[src/rtl/ctrl_encoder.sv]
// Re-encodes a datapath control bundle back to its MIPS opcode and queues
// the tagged result in a small FIFO for valid/ready readout.
module ctrl_encoder #(
  parameter int unsigned DEPTH = 8,
  parameter int unsigned SEQ_W = 8
) (
  input  logic                     clock,
  input  logic                     reset,
  input  logic                     clr,
  input  logic                     in_valid,
  output logic                     in_ready,
  input  logic [2:0]               ALUOp,
  input  logic [1:0]               RegDst,
  input  logic [1:0]               ALUSrc,
  input  logic                     MemToReg,
  input  logic                     MemWrite,
  input  logic                     MemRead,
  input  logic                     RegWrite,
  input  logic                     Jal,
  input  logic                     Jump,
  input  logic                     BranchNe,
  input  logic                     Branch,
  output logic                     out_valid,
  input  logic                     out_ready,
  output logic [5:0]               out_opcode,
  output logic                     out_illegal,
  output logic                     out_ambig,
  output logic [SEQ_W-1:0]         out_seq,
  output logic [$clog2(DEPTH):0]   count,
  output logic                     overflow,
  output logic [7:0]               drop_cnt
);

  localparam int unsigned AW = $clog2(DEPTH);
  localparam int unsigned CW = AW + 1;
  localparam int unsigned EW = 6 + 2 + SEQ_W;

  logic [5:0]       enc_op;
  logic             enc_ill;
  logic             enc_amb;
  logic             no_mem;
  logic [EW-1:0]    mem [DEPTH];
  logic [AW-1:0]    wr_ptr;
  logic [AW-1:0]    rd_ptr;
  logic [SEQ_W-1:0] seq;
  logic             push;
  logic             pop;
  logic [CW-1:0]    count_nxt;

  assign no_mem = !MemRead && !MemWrite;

  // Priority-ordered match of the bundle against each decoder encoding.
  always_comb begin
    enc_op  = 6'h3F;
    enc_ill = 1'b1;
    enc_amb = 1'b0;
    if (Jump && Jal && RegWrite && RegDst == 2'b10) begin
      enc_op = 6'd3;  enc_ill = 1'b0;
    end else if (Jump && !Jal && !RegWrite && !MemWrite) begin
      enc_op = 6'd2;  enc_ill = 1'b0;
    end else if (!Jump && !Jal) begin
      if (Branch && !BranchNe && ALUOp == 3'b001 && !RegWrite && !MemWrite) begin
        enc_op = 6'd4;  enc_ill = 1'b0;
      end else if (BranchNe && !Branch && ALUOp == 3'b001 && !RegWrite && !MemWrite) begin
        enc_op = 6'd5;  enc_ill = 1'b0;
      end else if (MemWrite && !MemRead && !RegWrite && ALUOp == 3'b000 && ALUSrc == 2'b01) begin
        enc_op = 6'd43; enc_ill = 1'b0;
      end else if (MemRead && MemToReg && RegWrite && !MemWrite && ALUOp == 3'b000 &&
                   ALUSrc == 2'b01 && RegDst == 2'b00) begin
        enc_op = 6'd35; enc_ill = 1'b0;
      end else if (RegWrite && RegDst == 2'b01 && ALUOp == 3'b110 && ALUSrc == 2'b00 &&
                   !MemToReg && no_mem) begin
        enc_op = 6'd0;  enc_ill = 1'b0;
      end else if (RegWrite && RegDst == 2'b00 && !MemToReg && no_mem && !Branch && !BranchNe) begin
        // slti and sltiu drive identical bundles; report slti and flag it
        case ({ALUOp, ALUSrc})
          5'b000_01: begin enc_op = 6'd8;  enc_ill = 1'b0; end
          5'b101_01: begin enc_op = 6'd10; enc_ill = 1'b0; enc_amb = 1'b1; end
          5'b010_10: begin enc_op = 6'd12; enc_ill = 1'b0; end
          5'b011_10: begin enc_op = 6'd13; enc_ill = 1'b0; end
          5'b100_10: begin enc_op = 6'd14; enc_ill = 1'b0; end
          5'b000_11: begin enc_op = 6'd15; enc_ill = 1'b0; end
          default: ;
        endcase
      end
    end
  end

  assign push      = in_valid && in_ready;
  assign pop       = out_valid && out_ready;
  assign count_nxt = count + CW'(push) - CW'(pop);

  // Handshake flags are registered from next occupancy, so in_ready never
  // depends combinationally on out_ready.
  always_ff @(posedge clock) begin
    if (!reset || clr) begin
      wr_ptr    <= '0;
      rd_ptr    <= '0;
      count     <= '0;
      seq       <= '0;
      overflow  <= 1'b0;
      drop_cnt  <= '0;
      in_ready  <= 1'b1;
      out_valid <= 1'b0;
    end else begin
      if (push) begin
        wr_ptr <= wr_ptr + AW'(1);
        seq    <= seq + SEQ_W'(1);
      end
      if (pop) begin
        rd_ptr <= rd_ptr + AW'(1);
      end
      if (in_valid && !in_ready) begin
        overflow <= 1'b1;
        if (drop_cnt != 8'hFF) begin
          drop_cnt <= drop_cnt + 8'd1;
        end
      end
      count     <= count_nxt;
      in_ready  <= count_nxt != CW'(DEPTH);
      out_valid <= count_nxt != '0;
    end
  end

  always_ff @(posedge clock) begin
    if (reset && !clr && push) begin
      mem[wr_ptr] <= {enc_op, enc_ill, enc_amb, seq};
    end
  end

  assign {out_opcode, out_illegal, out_ambig, out_seq} = mem[rd_ptr];

endmodule

[config.mk]
export PLATFORM = sky130hd
export DESIGN_NAME = ctrl_encoder
export DESIGN_NICKNAME = d
export VERILOG_FILES = /design/src/rtl/ctrl_encoder.sv
export SDC_FILE = /design/constraint.sdc
export NUM_CORES = 1
export LEC_CHECK = 0
export ABC_AREA = 1
export ABC_CLOCK_PERIOD_IN_PS = 2580
export CAP_MARGIN = 15
export CORE_UTILIZATION = 58
export DETAILED_ROUTE_END_ITERATION = 8
export PLACE_DENSITY = 0.81
export SYNTH_ARGS = -nofsm -noshare
export SYNTH_HDL_FRONTEND = slang
export SYNTH_SLANG_ARGS = --single-unit
[constraint.sdc]
create_clock -name clock -period 2.58 [get_ports clock]
set_input_delay 0.645 -clock clock [delete_from_list [all_inputs] [get_ports clock]]
set_output_delay 0.645 -clock clock [all_outputs]
set_load 0.03 [all_outputs]
==> After elaboration in Yosys (flattened, before gate mapping) <==
Memories as Yosys holds them, arrays and structs flattened. A register that Yosys moved wholly into a read port is not among the register bits.
Index checks and enable logic that the tools add are counted.
{ "word_totals": {"wordCells": 121, "register_bits": 29, "ram_bits": 128, "output_inout_bits": 31, "n_memories": 1, "input_bits": 20} }
{ "memory_table": {"columns": ["name", "words", "width", "read_ports", "rd_clocked_by_memory_dff", "wr", "line", "source"], "rows": [
  ["mem", 8, 16, 1, 1, 1, "42", "logic [EW-1:0] mem [DEPTH];"]
]} }
{ "classes": {"n_addsub": 6, "n_mux": 34, "n_reduce_logical": 59, "eq_ne": 13} }
{ "op_table": {"columns": ["op", "count"], "rows": [
  ["$mux 6", 9],
  ["$logic_and 1x1->1", 41],
  ["$pmux 6 s6", 1],
  ["$mux 1", 22],
  ["$add 8x1->8 const B", 2],
  ["$logic_not 1->1", 11],
  ["$eq 5x4->1 const B", 2],
  ["$eq 5x5->1 const B", 2],
  ["$ne 8x8->1 const B", 1],
  ["$add 3x1->3 const B", 2],
  ["$mux 3", 2],
  ["$reduce_or 6->1", 1],
  ["$eq 5x1->1 const B", 1],
  ["$eq 5x2->1 const B", 1],
  ["$add 4x1->4", 1],
  ["$eq 2x1->1 const B", 2],
  ["$logic_not 2->1", 2],
  ["$ne 4x4->1 const B", 1],
  ["$reduce_bool 4->1", 1],
  ["$sub 4x1->4", 1],
  ["$eq 3x1->1 const B", 1],
  ["$eq 3x3->1 const B", 1],
  ["$logic_not 3->1", 1],
  ["$eq 2x2->1 const B", 1],
  ["2 further kinds", 2]
]} }

==> Logic depth before layout (Yosys ltp) <==
Gate-level depths: netlist of run 1.
{ "depth": {"ltp_word": 15, "depth_mapped": 10} }

==> Worst setup path before layout of run 1 <==
Ideal clock, no wire load.
{ "synth_path": {"kind": "input to register", "start": "in in_valid", "end": "reg out_valid", "setup_ns": 0.123, "arrival_ns": 2.030, "path_stages": 9, "required_ns": 2.457, "path_buffers": 0, "setup_slack_ns": 0.427, "path_cell_list": "nand2_2 -> ha_1 -> inv_1 -> ha_1 -> inv_1 -> fa_1 -> nand2_1 -> nor2_1 -> a21oi_1"} }
{ "synth_between": {"elab_chain_len": 4} }
{ "synth_lines": {"columns": ["element", "line", "source"], "rows": [
  ["from (decl)", "10", "input logic in_valid,"],
  ["$logic_and 1x1->1", "89", "assign push = in_valid && in_ready;"],
  ["$add 4x1->4", "91", "assign count_nxt = count + CW'(push) - CW'(pop);"],
  ["$sub 4x1->4", "91", null],
  ["$reduce_bool 4->1", "121", "out_valid <= count_nxt != '0;"],
  ["to (signal assigned)", "104", "out_valid <= 1'b0;"],
  ["to (signal assigned)", "121", null],
  ["to (decl)", "23", "output logic out_valid,"]
]} }
No other way between the ends.
A chain may end at the register's enable or synchronous reset.

==> results.sh, run 1 <==
export IMPL_yosys_area_top_type_share_pct=57.2
export IMPL_syn_area_sq_um=6720
export IMPL_ys_ff_latch=160
export IMPL_cellPowerDensity_nw_per_um2=687
export IMPL_worst_path_max_fanout=17
export IMPL_min_path_type="register to register"
export IMPL_fin_skew_ns=0.00862
export IMPL_drive_above_1_share_pct=14.7
export IMPL_viasPerCell=5.84
export IMPL_critical_path_top_delay_family="buffers and inverters"
export IMPL_dp_hpwl_um=9520
export IMPL_drc=0
export IMPL_ys_seq_area_share_pct=66.7
export IMPL_grt_pass1_vias=4930
export IMPL_ctsHoldBuffers=0
export IMPL_grt_first_pass_wirelength_um=24200
export IMPL_clockRootBuffer="clkbuf_16"
export IMPL_outcome="completed"
export IMPL_numPortBuffers=50
export IMPL_fin_setup_tns_ns=0
export IMPL_p_leak_uw=0.00310
export IMPL_finalCriticalPeriod_ns=2.52
export IMPL_required_ns=1.93
export IMPL_drv_slew=0
export IMPL_grt_ovfl_total=0
export IMPL_worstMarginPinSlew_ns=0.745
export IMPL_syn_nets=661
export IMPL_max_slew_margin_rel_pct=50.3
export IMPL_reg2reg_slack_ns=0.57
export IMPL_synth_edf_count=128
export IMPL_critical_path_class="register to output pin"
export IMPL_synth_area_leader_cell="edfxtp_1"
export IMPL_n_antenna_cell=0
export IMPL_clk_latency_ns=0.42
export IMPL_synth_area_top_cells="edfxtp_1 57%, dfxtp_1 9.5%, nor2_1 9.2%"
export IMPL_cts_sinks=160
export IMPL_core_area_sq_um=11100
export IMPL_async_flop_share_pct=0
export IMPL_critical_path_max_stage_delay_ns=0.38
export IMPL_final_common_cell="nor2_1"
export IMPL_postLayoutCoreUtil_pct=74.9
export IMPL_area_growth_pct=23.5
export IMPL_globalplace_congestion=0.812
export IMPL_critPathCaptureType="output pin"
export IMPL_fp_dieW_um=110
export IMPL_crit_arrival_ns=1.87
export IMPL_period_share_pct=97.5
export IMPL_setup_viol=0
export IMPL_postRouteAntennaNets=0
export IMPL_grtUsageTotal_pct=27.7
export IMPL_firstDrtPassIters=6
export IMPL_cts_htree_levels=4
export IMPL_path_clk_slew_ns=0.06
export IMPL_num_fill_cells=677
export IMPL_syn_area_per_cell_sq_um=10.6
export IMPL_antenna_found_initial=0
export IMPL_synthFlopType="edfxtp_1"
export IMPL_vdd_drop_max_v=0.000460
export IMPL_rsz0062_at_grt="true"
export IMPL_dieArea_sq_um=12000
export IMPL_wl_per_cell_um=18.0
export IMPL_worst_path_buf_inv=4
export IMPL_finalNetCount=752
export IMPL_placementRows=38
export IMPL_netlist_instances=632
export IMPL_crit_top_cell="nor2_1"
export IMPL_postRouteWirelength_um=15700
export IMPL_crit_chain="inv_4, buf_12, buf_6, nor2_1, o22ai_2, nor2_1, a31oi_1, buf_4"
export IMPL_yosysUniqueCellTypes=34
export IMPL_mostFrequentLayoutCells="164 x nor2_1, 128 x edfxtp_1, 69 x o21ai_0"
export IMPL_fmax_mhz=397
export IMPL_cts_buffers_inserted=17
export IMPL_clockBufferDepth=2
export IMPL_critPathLaunchType="register"
export IMPL_hold_violations=0
export IMPL_die_y_um=110
export IMPL_drt_iter0_drc=470
export IMPL_maxCapViolCount=0
export IMPL_grt_max_degree=33
export IMPL_cpMaxStageDelayCell="dfxtp_4"
export IMPL_cts_setup_buffers=0
export IMPL_io_pins=51
export IMPL_start_util_pct=60.7
export IMPL_vias=5120
export IMPL_yosys_warnings=0
export IMPL_cts_tree="done"
cell usage after synthesis, types with 8 or more instances:
master / number
o22ai_1: 16
a31oi_1: 16
edfxtp_1: 128
buf_2: 10
nand3_1: 24
nand2_1: 48
o21ai_0: 71
ha_1: 8
dfxtp_1: 32
clkbuf_1: 10
nor2_1: 164
inv_1: 40
a21oi_1: 21
stage by stage:
step	worst slack [ns]	std cells	power, uW	hold WS, ns	instance area (sq um)
floorplan	0.427	632	3060	0.412	6720
global placement	-0.0418	843	3200	0.429	7680
detailed placement	-0.118	843	3220	0.438	7680
CTS	0.00224	876	5710	0.458	8310
global route	-0.00635	876	5840	0.492	8300
finish	0.0641	876	5700	0.455	8300
state kept, by name, summed over array words and instances (netlist names), named ones only:
name	count
mem	128
drop_cnt	8
seq	8
count	4
rd_ptr	3
wr_ptr	3
in_ready	1
out_valid	1
overflow	1
layer usage:
layer	vias to the layer above	wire [um]	track usage [%]
met5	-	0	0
met4	0	483	12.5
met3	46	1050	5.16
met2	228	7860	46.7
met1	2462	6330	34.9
li1	2384	-	-
final cells by class:
cell class / count / area (sq um) / area share [%]
clock buffers: 18 / 429 / 5.17
clock inverters: 14 / 165 / 1.99
inverters: 45 / 171 / 2.07
multi-input cells: 403 / 1960 / 23.6
flip-flops and latches: 160 / 4490 / 54.1
well taps: 140 / 175 / 2.11
repair buffers: 96 / 903 / 10.9
cells by family (layout without fill, tap and decap cells):
group | count (synthesis) | after routing | share of synthesized area, %
simple gates | 252 | 252 | 15.3
flops | 160 | 160 | 66.7
compound gates | 133 | 133 | 10.8
buf+inv | 69 | 173 | 4.17
fa+ha+maj | 9 | 9 | 1.79
xor+xnor | 9 | 9 | 1.17
timing repair:
action | in CTS | in global routing
gates resized for setup | 49 | 36
pin swaps | 0 | 1
cloned | 1 | 0
endpoints found under the setup margin | 14 | 16
where the power goes:
part,switching (uW),internal [uW]
Combinational,225,143
Clock,1010,1520
Sequential,18.9,2790
Total,1250,4450
worst paths after layout:
kind	start	to	cells after the start
worst min register to register	rd_ptr[2]$_SDFFE_PP0P_	rd_ptr[2]$_SDFFE_PP0P_	1
worst max register to register	out_valid$_SDFF_PP0_	out_valid$_SDFF_PP0_	10
worst max-delay path	register	out_seq[1]	8
worst min-delay path	rd_ptr[2]$_SDFFE_PP0P_	rd_ptr[2]$_SDFFE_PP0P_	1
Note: power is estimated with default switching activity, not from simulation.
==> run 2, diff against run 1 <==
--- a/config.mk
+++ b/config.mk
@@ -7,7 +7,6 @@
 export LEC_CHECK = 0
 export ABC_AREA = 1
 export ABC_CLOCK_PERIOD_IN_PS = 2580
-export CAP_MARGIN = 15
 export CORE_UTILIZATION = 58
 export DETAILED_ROUTE_END_ITERATION = 8
 export PLACE_DENSITY = 0.81
==> results of run 2 <==
The final DEF is identical to that of run 1; final timing and power are the same.
